**config.mk**
```make
export PLATFORM = sky130hd
export DESIGN_NAME = multicycle_control_unit
export DESIGN_NICKNAME = d
export VERILOG_FILES = /design/src/rtl/multicycle_control_unit.sv
export SDC_FILE = /design/constraint.sdc
export NUM_CORES = 1
export LEC_CHECK = 0
export CAP_MARGIN = 10
export CORE_MARGIN = 2
export CORE_UTILIZATION = 30
export CTS_CLUSTER_SIZE = 10
export DETAILED_ROUTE_END_ITERATION = 6
export PLACE_DENSITY = 0.75
export SYNTH_ARGS = -nofsm -noshare
export SYNTH_HDL_FRONTEND = slang
export SYNTH_SLANG_ARGS = --single-unit
```
**constraint.sdc**
```tcl
create_clock -name clk -period 1.9 [get_ports clk]
set_input_delay 0.19 -clock clk [delete_from_list [all_inputs] [get_ports clk]]
set_output_delay 0.19 -clock clk [all_outputs]
set_load 0.1 [all_outputs]
```
**src/rtl/multicycle_control_unit.sv**
```systemverilog
// Multi-cycle control unit for the 16-bit, 8-register processor: latches the fetched
// instruction and steps it through FETCH/DECODE/EXEC/MEM/WB, driving register file and memory controls.
module multicycle_control_unit #(
  parameter int unsigned OPW = 4,
  parameter int unsigned RAW = 3,
  parameter int unsigned IW  = 16
) (
  input  logic           clk,
  input  logic           rst,
  input  logic [IW-1:0]  instr,
  input  logic           instr_valid,
  input  logic           mem_ready,
  input  logic           alu_zero,
  output logic [IW-1:0]  ir_out,
  output logic [RAW-1:0] ra,
  output logic [RAW-1:0] rb,
  output logic [RAW-1:0] rw,
  output logic           rf_enable,
  output logic           reg_write,
  output logic           wb_sel,
  output logic           alu_src,
  output logic [2:0]     alu_op,
  output logic           mem_read,
  output logic           mem_write,
  output logic           pc_inc,
  output logic           pc_load,
  output logic           illegal,
  output logic [2:0]     state
);

  typedef enum logic [2:0] {
    StFetch  = 3'd0,
    StDecode = 3'd1,
    StExec   = 3'd2,
    StMem    = 3'd3,
    StWb     = 3'd4
  } state_e;

  localparam logic [OPW-1:0] OpR    = OPW'(0);
  localparam logic [OPW-1:0] OpAddi = OPW'(1);
  localparam logic [OPW-1:0] OpAndi = OPW'(2);
  localparam logic [OPW-1:0] OpLw   = OPW'(3);
  localparam logic [OPW-1:0] OpSw   = OPW'(4);
  localparam logic [OPW-1:0] OpBeq  = OPW'(5);
  localparam logic [OPW-1:0] OpJmp  = OPW'(6);

  state_e          state_q;
  logic [IW-1:0]   ir_q;
  logic            illegal_q;

  logic [OPW-1:0]  op;
  logic            is_r, is_addi, is_andi, is_lw, is_sw, is_beq, is_jmp, is_ill;
  logic [RAW-1:0]  fld_rs, fld_rt_r, fld_hi;
  logic [2:0]      dec_alu_op;
  logic            dec_alu_src;
  logic [RAW-1:0]  dest;

  assign op      = ir_q[IW-1 -: OPW];
  assign is_r    = (op == OpR);
  assign is_addi = (op == OpAddi);
  assign is_andi = (op == OpAndi);
  assign is_lw   = (op == OpLw);
  assign is_sw   = (op == OpSw);
  assign is_beq  = (op == OpBeq);
  assign is_jmp  = (op == OpJmp);
  assign is_ill  = (op > OpJmp);

  assign fld_hi   = ir_q[11:9];
  assign fld_rs   = ir_q[8:6];
  assign fld_rt_r = ir_q[5:3];

  // R-type takes its function from IR; loads/stores compute the address with ADD.
  always_comb begin
    dec_alu_op = 3'd0;
    if (is_r)         dec_alu_op = ir_q[2:0];
    else if (is_andi) dec_alu_op = 3'd2;
    else if (is_beq)  dec_alu_op = 3'd1;
  end

  assign dec_alu_src = is_addi | is_andi | is_lw | is_sw;
  assign dest        = is_r ? ir_q[11:9] : fld_hi;

  always_ff @(posedge clk) begin
    if (rst) begin
      state_q   <= StFetch;
      ir_q      <= '0;
      illegal_q <= 1'b0;
    end else begin
      illegal_q <= 1'b0;
      unique case (state_q)
        StFetch: begin
          if (instr_valid) begin
            ir_q    <= instr;
            state_q <= StDecode;
          end
        end
        StDecode: begin
          if (is_jmp) begin
            state_q <= StFetch;
          end else if (is_ill) begin
            illegal_q <= 1'b1;
            state_q   <= StFetch;
          end else begin
            state_q <= StExec;
          end
        end
        StExec: begin
          if (is_beq)              state_q <= StFetch;
          else if (is_lw || is_sw) state_q <= StMem;
          else                     state_q <= StWb;
        end
        StMem: begin
          if (mem_ready) state_q <= is_sw ? StFetch : StWb;
        end
        StWb:    state_q <= StFetch;
        default: state_q <= StFetch;
      endcase
    end
  end

  // Read ports and ALU controls stay driven past DECODE so the ALU result (and the
  // memory address derived from it) is stable through MEM and WB.
  always_comb begin
    ra        = '0;
    rb        = '0;
    rw        = '0;
    rf_enable = 1'b0;
    reg_write = 1'b0;
    wb_sel    = 1'b0;
    alu_src   = 1'b0;
    alu_op    = 3'd0;
    mem_read  = 1'b0;
    mem_write = 1'b0;
    pc_inc    = 1'b0;
    pc_load   = 1'b0;
    if (state_q != StFetch) begin
      rf_enable = 1'b1;
      ra        = fld_rs;
      rb        = is_r ? fld_rt_r : fld_hi;
      alu_op    = dec_alu_op;
      alu_src   = dec_alu_src;
    end
    unique case (state_q)
      StDecode: begin
        pc_load = is_jmp;
        pc_inc  = is_ill;
      end
      StExec: begin
        if (is_beq) begin
          pc_load = alu_zero;
          pc_inc  = ~alu_zero;
        end
      end
      StMem: begin
        mem_read  = is_lw;
        mem_write = is_sw;
        pc_inc    = is_sw & mem_ready;
      end
      StWb: begin
        rw        = dest;
        wb_sel    = is_lw;
        reg_write = (dest != '0);
        pc_inc    = 1'b1;
      end
      default: ;
    endcase
  end

  assign ir_out  = ir_q;
  assign illegal = illegal_q;
  assign state   = state_q;

endmodule

```
# After elaboration in Yosys (flattened, before gate mapping)
# Cells that the tools add are included.
dict set report op_classes {
  n_addsub 0
  eq_ne 12
  n_lt_le_gt_ge 1
  n_div 0
  reduce_logical 8
  n_mul 0
  shifts 0
  mux 27
  bitwise_logic 6
}
# cell count
set op_table {}
lappend op_table {{3-bit 2-to-1 mux} 11}
lappend op_table {{4-bit by 3-bit == test with 1-bit output (second input constant)} 3}
lappend op_table {{3-bit case mux with 4 select lines} 1}
lappend op_table {{1-bit 2-to-1 mux} 10}
lappend op_table {{4-bit by 2-bit == test with 1-bit output (second input constant)} 2}
lappend op_table {{3-bit by 2-bit == test with 1-bit output (second input constant)} 2}
lappend op_table {{2-bit 2-to-1 mux} 3}
lappend op_table {{3-bit nonzero test} 2}
lappend op_table {{4-bit by 1-bit == test with 1-bit output (second input constant)} 1}
lappend op_table {{4-bit by 3-bit greater-than comparator with 1-bit output (second input constant)} 1}
lappend op_table {{4-bit logical NOT} 1}
lappend op_table {{2-bit != test (second input constant)} 2}
lappend op_table {{1-bit case mux with 4 select lines} 1}
lappend op_table {{2-bit AND reduction} 2}
lappend op_table {{3-bit by 1-bit == test with 1-bit output (second input constant)} 1}
lappend op_table {{3-bit == test (second input constant)} 1}
lappend op_table {{3-bit logical NOT} 1}
lappend op_table {{1-bit bitwise OR} 3}
lappend op_table {{3-bit OR reduction} 1}
lappend op_table {{1-bit NOT} 2}
lappend op_table {{1-bit case mux with 2 select lines} 1}
lappend op_table {{1-bit bitwise AND} 1}
lappend op_table {{1-bit logical OR} 1}
dict set report totals {
  memories 0
  rom_bits 0
  in_bits 21
  regBits 20
  ram_bits 0
  latch_bits 0
  out_inout_bits 40
  wordCells 57
}

# Longest topological paths before layout
# Gate-level depths: netlist of the first run.
dict set report logic_depth {
  ltp_word 5
  depth_mapped 5
  mapped_depth_nobuf 3
}

# Least setup slack after synthesis of the first run
# Ideal clock, no wire load.
dict set report synth_timing {
  path_kind {flip-flop to output port}
  from {register state_q[1] (netlist: state[1])}
  to {output pc_load}
  path_slack_ns -2.778
  n_path_buf 1
  arrival_ns 4.488
  t_required_ns 1.710
  stages_incl_launch_ff 5
  cell_sequence {dfxtp_1 -> clkbuf_2 -> and4bb_2 -> a21oi_1 -> nor4_1}
}
dict set report synth_between {
  elab_chain_cells 2
  word_cells_on_any_way 3
  classes_between {2 x eq/ne; 1 x mux}
}
# item line
set synth_lines {}
lappend synth_lines {{start: declaration} 47} ;# state_e state_q;
lappend synth_lines {{start signal: assignment} 85} ;# state_q <= StFetch;
lappend synth_lines {{start signal: assignment} 94} ;# state_q <= StDecode;
lappend synth_lines {{start signal: assignment} 99} ;# state_q <= StFetch;
lappend synth_lines {{3-bit by 2-bit == test with 1-bit output or 3-bit by 1-bit == test with 1-bit output (tied branches)} 143} ;# unique case (state_q)
lappend synth_lines {{1-bit case mux with 2 select lines *} 143}
lappend synth_lines {{end: declaration} 26} ;# output logic pc_load,
# Mark *: on every way between the ends. The rest lies on a longest branch, timed or not.

# Worst setup path in the final report of the first run
dict set report layout_timing {
  from {register ir_q[13] (netlist: ir_out[13])}
  to {output pc_inc}
}
dict set report layout_between {
  elab_chain_cells 3
  word_cells_on_any_way 6
  classes_between {1 x order compare; 2 x eq/ne; 2 x mux; 1 x bitwise}
}
# item line
set layout_lines {}
lappend layout_lines {{start: declaration} 48} ;# logic [IW-1:0] ir_q;
lappend layout_lines {{start signal: assignment} 93} ;# ir_q <= instr;
lappend layout_lines {{branches (longest 2 deep; another with 4-bit by 3-bit greater-than comparator with 1-bit output)} n/a}
lappend layout_lines {{1-bit case mux with 4 select lines *} 143}
lappend layout_lines {{end: declaration} 25} ;# output logic pc_inc,
# Mark *: on every way between the ends.

==> results of run 1 <==
[worst max-delay path by stage]
| stage | startpoint | to | cells past startpoint |
|---|---|---|---|
| 2_1_floorplan | state[1] | pc_inc | 4 |
| 6_report | ir_out[13] | pc_inc | 4 |
| 4_1_cts | ir_out[13] | pc_inc | 4 |
| 5_1_grt | ir_out[12] | rb[2] | 5 |
| 3_5_place_dp | alu_zero | pc_inc | 5 |
| 3_3_place_gp | alu_zero | pc_inc | 5 |
[registers in the layout, summed over array words and instances (netlist names)]
name     cells
illegal      1
ir_out      16
state        3
[where the power goes]
group / switching (mW) / leakage, nW / internal (mW)
Combinational: 0.465 / 0.691 / 0.248
Sequential: 0.0554 / 0.172 / 0.447
Clock: 0.128 / 0.0216 / 0.141
Total: 0.649 / 0.885 / 0.836
[worst register-to-register path, delay by kind of cell (launching register included)]
| family | cells | cell delay [ps] |
|---|---|---|
| buffers and inverters | 2 | 360 |
| and+or+nand+nor | 2 | 630 |
| AOI/OAI and AO/OA | 1 | 60 |
| DFF | 1 | 370 |
[stage by stage]
stage / util (%) / instance area, um^2 / total power [mW] / instances
floorplan: - / 1400 / 1.01 / 148
global placement: 58.8 / 2140 / 1.19 / 252
detailed placement: 58.8 / 2140 / 1.19 / 252
CTS: 60.8 / 2210 / 1.47 / 259
global route: 62.8 / 2280 / 1.56 / 267
finish: 62.8 / 2280 / 1.49 / 267
[cells by family (layout without fill, tap and decap cells)]
family,Yosys count,count (layout),synth area share (%)
and+or+nand+nor,78,78,38.6
AOI/OAI and AO/OA,30,30,14.9
muxes,3,3,2.65
DFF,20,20,35.4
xor gates and xnor gates,1,1,0.774
buffers and inverters,16,87,7.63
[cells in the final DEF (no fill, tap or decap), types with 2 or more instances in the layout]
cell type | Yosys | final
a21boi_0 | 2 | 2
a21oi_1 | 18 | 17
a31oi_1 | 2 | 2
and3_1 | 5 | 3
buf_12 | 0 | 20
buf_4 | 1 | 40
clkbuf_8 | 0 | 3
clkdlybuf4s50_1 | 0 | 20
dfxtp_1 | 20 | 5
dfxtp_2 | 0 | 7
dfxtp_4 | 0 | 8
inv_2 | 2 | 2
mux2i_2 | 0 | 2
nand2_1 | 32 | 32
nand4_1 | 2 | 2
nor2_1 | 11 | 3
nor2_4 | 0 | 7
nor2b_1 | 6 | 3
nor2b_4 | 0 | 3
nor3_4 | 0 | 3
nor3b_1 | 3 | 2
nor4_4 | 0 | 2
nor4bb_1 | 3 | 2
o21ai_0 | 4 | 3
[metal layers]
layer  part of all wire, %  global-route usage, %  vias to the layer above
li1                      -                      -                      657
met1                    42                   22.4                      603
met2                    53                   29.8                       36
met3                   4.7                   3.60                        4
met4                  0.94                   4.69                        0
met5                     0                      0                        -
[final cells by class]
type / instances / area [um^2]
fill: 319 / 1350
timing repair buffer: 80 / 901
multi-input combinational: 112 / 821
sequential: 20 / 439
tap: 48 / 60.1
clock buffer: 3 / 41.3
inverter: 4 / 20.0
[what timing repair did]
item / in CTS / in global routing
setup buffers: 4 / 8
hold buffers: 0 / 0
endpoints found under the setup margin: 1 / 6
pin swaps: 0 / 1
gates resized for setup: 0 / 3
==> results.cfg, run 1 <==
[status]
status = completed

[hold_path]
whs_path_depth = 3
holdPathEnd = ir_out[13]
hp-class = in2reg
min_from = instr[13]

[logic_synthesis]
ys.flop_type = dfxtp_1
netlist_top_cells_count = nand2_1, dfxtp_1, a21oi_1, nor2_1
ys.warnings.count = 0
synthTopCellsByArea = dfxtp_1, nand2_1, a21oi_1
syn_nets = 169
post-synth-top-area-cell = dfxtp_1
synth_area_um2 = 1130
synth.most_common_cell = nand2_1
syn_inst = 148
async_flop_share_pct = 0
synth_edf_count = 0
ys_ff_latch = 20
synth-seq-area-share_pct = 35.4
synthDistinctLibCells = 39
synth_top_area_share_pct = 35.4
syn_avg_cell_area_um2 = 7.64

[worst_setup_path]
reg2reg_slack_ps = 370
r2r_cells = 5
arrival_ps = 1630
r2r-end = ir_out[4]
regToRegStartpoint = state[0]
crit_buf_inv = 1
max_stage_delay_ps = 450
crit_chain = a31oi_1 -> or4_1 -> o211ai_1 -> buf_12
critPathRequiredTime_ps = 1710
crit_type = reg2out
crit_family = simple AND/OR/NAND/NOR gates
cp-end-kind = primary output
slowest_stage = or4_1
worst_setup_path_start_kind = register
worstPathMaxFanout = 13

[die]
start_util_pct = 31.1
die_w_um = 65.4
ios = 61
std_cell_rows = 22
core_um2 = 3630
die_h_um = 65.4
die_area_um2 = 4280

[sta]
slew_headroom_pct = 68.8
worst_slack_ps = 75.5
skew_ps = 6.57
grt_setup_unrepaired = no
setup_viol = 0
timing.final.crit_share_pct = 96.0
fmax_mhz = 548
worst_pin_slew_ps = 456
hold_viol = 0
tns_ps = 0
drv_slew = 0
whs_ps = 470
min_period_ps = 1820

[clocking]
clock_sinks = 20
cts.clk_slew.worst_paths_ps = 60
cts_tree = built
cts-root-buf = clkbuf_8
cts_buffer_depth = 2
htreeDepth = 1
cts-buffers-inserted = 3
clk_latency_ps = 260

[finish]
final_nets = 242
drive_above_1_share_pct = 50.7
syn2layout_area_growth_pct = 102
diodes = 0

[placement]
dp_hpwl_um = 2650
pre_cts_ws_ps = 210
gp_congestion = 0.784
port_buffers = 60

[route]
first_pass_iters = 4
finalWirelength_um = 3520
via_count = 1300
drtIter0Drc = 30
wl_per_cell_um = 13.2
drc = 0
drtAntennaViolNets = 0
via_per_inst = 4.87

[global_route]
grt_pass1_vias = 1256
grtUsageTotal_pct = 17.5
grt_max_degree = 18
antenna_found_initial = 0
grt_pass1_wl_um = 5870
grt_overflow = 0

[power]
p_leak_nw = 0.885
power_density_nw_per_um2 = 651
ir_drop_mv = 0.476

[run]
cap_violations = 0
Note: power is estimated with default switching activity, not from simulation.
==> run 2, diff against run 1 <==
- PLACE_DENSITY: 0.75 -> not set
==> results.cfg, run 2 (synthesized netlist as in run 1, its figures left out) <==
[power]
ir_drop_mv = 0.362
power.total_mw = 1.53
p_leak_nw = 0.882
power_density_nw_per_um2 = 675

[route]
finalWirelength_um = 3730
via_per_inst = 5.00
drtIter0Drc = 57
wl_per_cell_um = 14.1
first_pass_iters = 4
via_count = 1321
drtAntennaViolNets = 0
drc = 0

[sta]
grt_setup_unrepaired = yes
hold_viol = 0
slew_headroom_pct = 72.2
drv_slew = 0
timing.final.crit_share_pct = 96.9
fmax_mhz = 543
worst_slack_ps = 58.6
min_period_ps = 1840
worst_pin_slew_ps = 406
setup_viol = 0
skew_ps = 6.35

[placement]
port_buffers = 60
pre_cts_ws_ps = 197
dp_hpwl_um = 2650
gp_congestion = 0.776

[clocking]
cts-root-buf = clkbuf_8
clk_latency_ps = 260
cts_tree = built
clock_sinks = 20
cts-buffers-inserted = 3
cts_buffer_depth = 2
hold_buffers = 0
htreeDepth = 1
cts.clk_slew.worst_paths_ps = 70

[worst_setup_path]
startpoint = ir_out[14]
critPathRequiredTime_ps = 1710
r2r_cells = 6
cp-end-kind = primary output
crit_type = reg2out
reg2reg_slack_ps = 260
worstPathMaxFanout = 12
r2r-end = ir_out[15]
worst_setup_path_start_kind = register
arrival_ps = 1650
regToRegStartpoint = state[0]

[global_route]
grtUsageTotal_pct = 17.6
grt_overflow = 0
antenna_found_initial = 0
grt_pass1_wl_um = 5820
grt_pass1_vias = 1222
grt_max_degree = 18

[hold_path]
hp-class = in2reg
min_from = instr[0]
holdPathEnd = ir_out[0]
whs_path_depth = 3

[status]
status = completed

[finish]
layout_common_cells = buf_4, nand2_1, clkdlybuf4s50_1
mostFrequentLayoutCell = buf_4
final_nets = 238
syn2layout_area_growth_pct = 101
drive_above_1_share_pct = 50.0
largest_register_ff_count = 16
diodes = 0

[die]
ios = 61
die_w_um = 65.4
std_cell_rows = 22
start_util_pct = 31.1
core_um2 = 3630
die_h_um = 65.4
die_area_um2 = 4280

[run]
cap_violations = 0
## run 2: cell count changes in the layout (fill, tap and decap cells not counted)
cell / previous run / this run
or4_1: 1 / 0
or4_4: 0 / 1
clkbuf_16: 0 / 1
buf_4: 40 / 36
clkbuf_8: 3 / 4
mux2i_1: 1 / 3
nor4bb_2: 1 / 2
mux2i_2: 2 / 0
buf_12: 20 / 19
nor4bb_1: 2 / 1
## run 2: area by class of cell
type	instances	area, um^2
multi-input combinational	112	823
timing repair buffer	76	876
clock buffer	4	55.1
sequential	20	439
inverter	4	20.0
fill	322	1360
tap	48	60.1
## run 2: per-stage QoR
step                      hold WS, ps  TNS [ps]  utilization (%)  cells  cell area, um^2
after floorplan                   316     -2330                -    148             1400
after global placement            452         0             58.4    250             2120
after detailed placement          459         0             58.4    250             2120
after CTS                         457         0             59.9    254             2180
after global routing              471     -53.4             62.6    264             2270
final                             461         0             62.6    264             2270
## run 2: report_power, final
part	internal [mW]	total [mW]	switching (mW)
sequential	0.446	0.502	0.0560
combinational	0.238	0.703	0.464
clock	0.185	0.329	0.145
total	0.869	1.53	0.665
## run 2: routing by layer
| metal | routed length (um) | track usage (%) |
|---|---|---|
| met4 | 21 | 5.99 |
| met5 | 0 | 0 |
| met2 | 1970 | 29.1 |
| met3 | 227 | 3.42 |
| met1 | 1510 | 23.0 |
## run 2: worst max path at each step
| stage | end | depth (start not counted) |
|---|---|---|
| 2_1_floorplan | pc_inc | 4 |
| 3_3_place_gp | pc_inc | 5 |
| 3_5_place_dp | pc_inc | 5 |
| 4_1_cts | pc_inc | 4 |
| 5_1_grt | pc_inc | 4 |
| 6_report | pc_inc | 4 |
## run 2: repair_timing
| action | CTS | global route |
|---|---|---|
| gates resized for setup | 0 | 4 |
| buffers inserted | 0 | 10 |
| setup endpoints to repair | 0 | 9 |
## run 2: critical path, cell delays in order (launching register included)
cell       delay, ps
dfxtp_4          450
a31oi_1          110
or4_4            430
o211ai_1         150
clkbuf_16        250
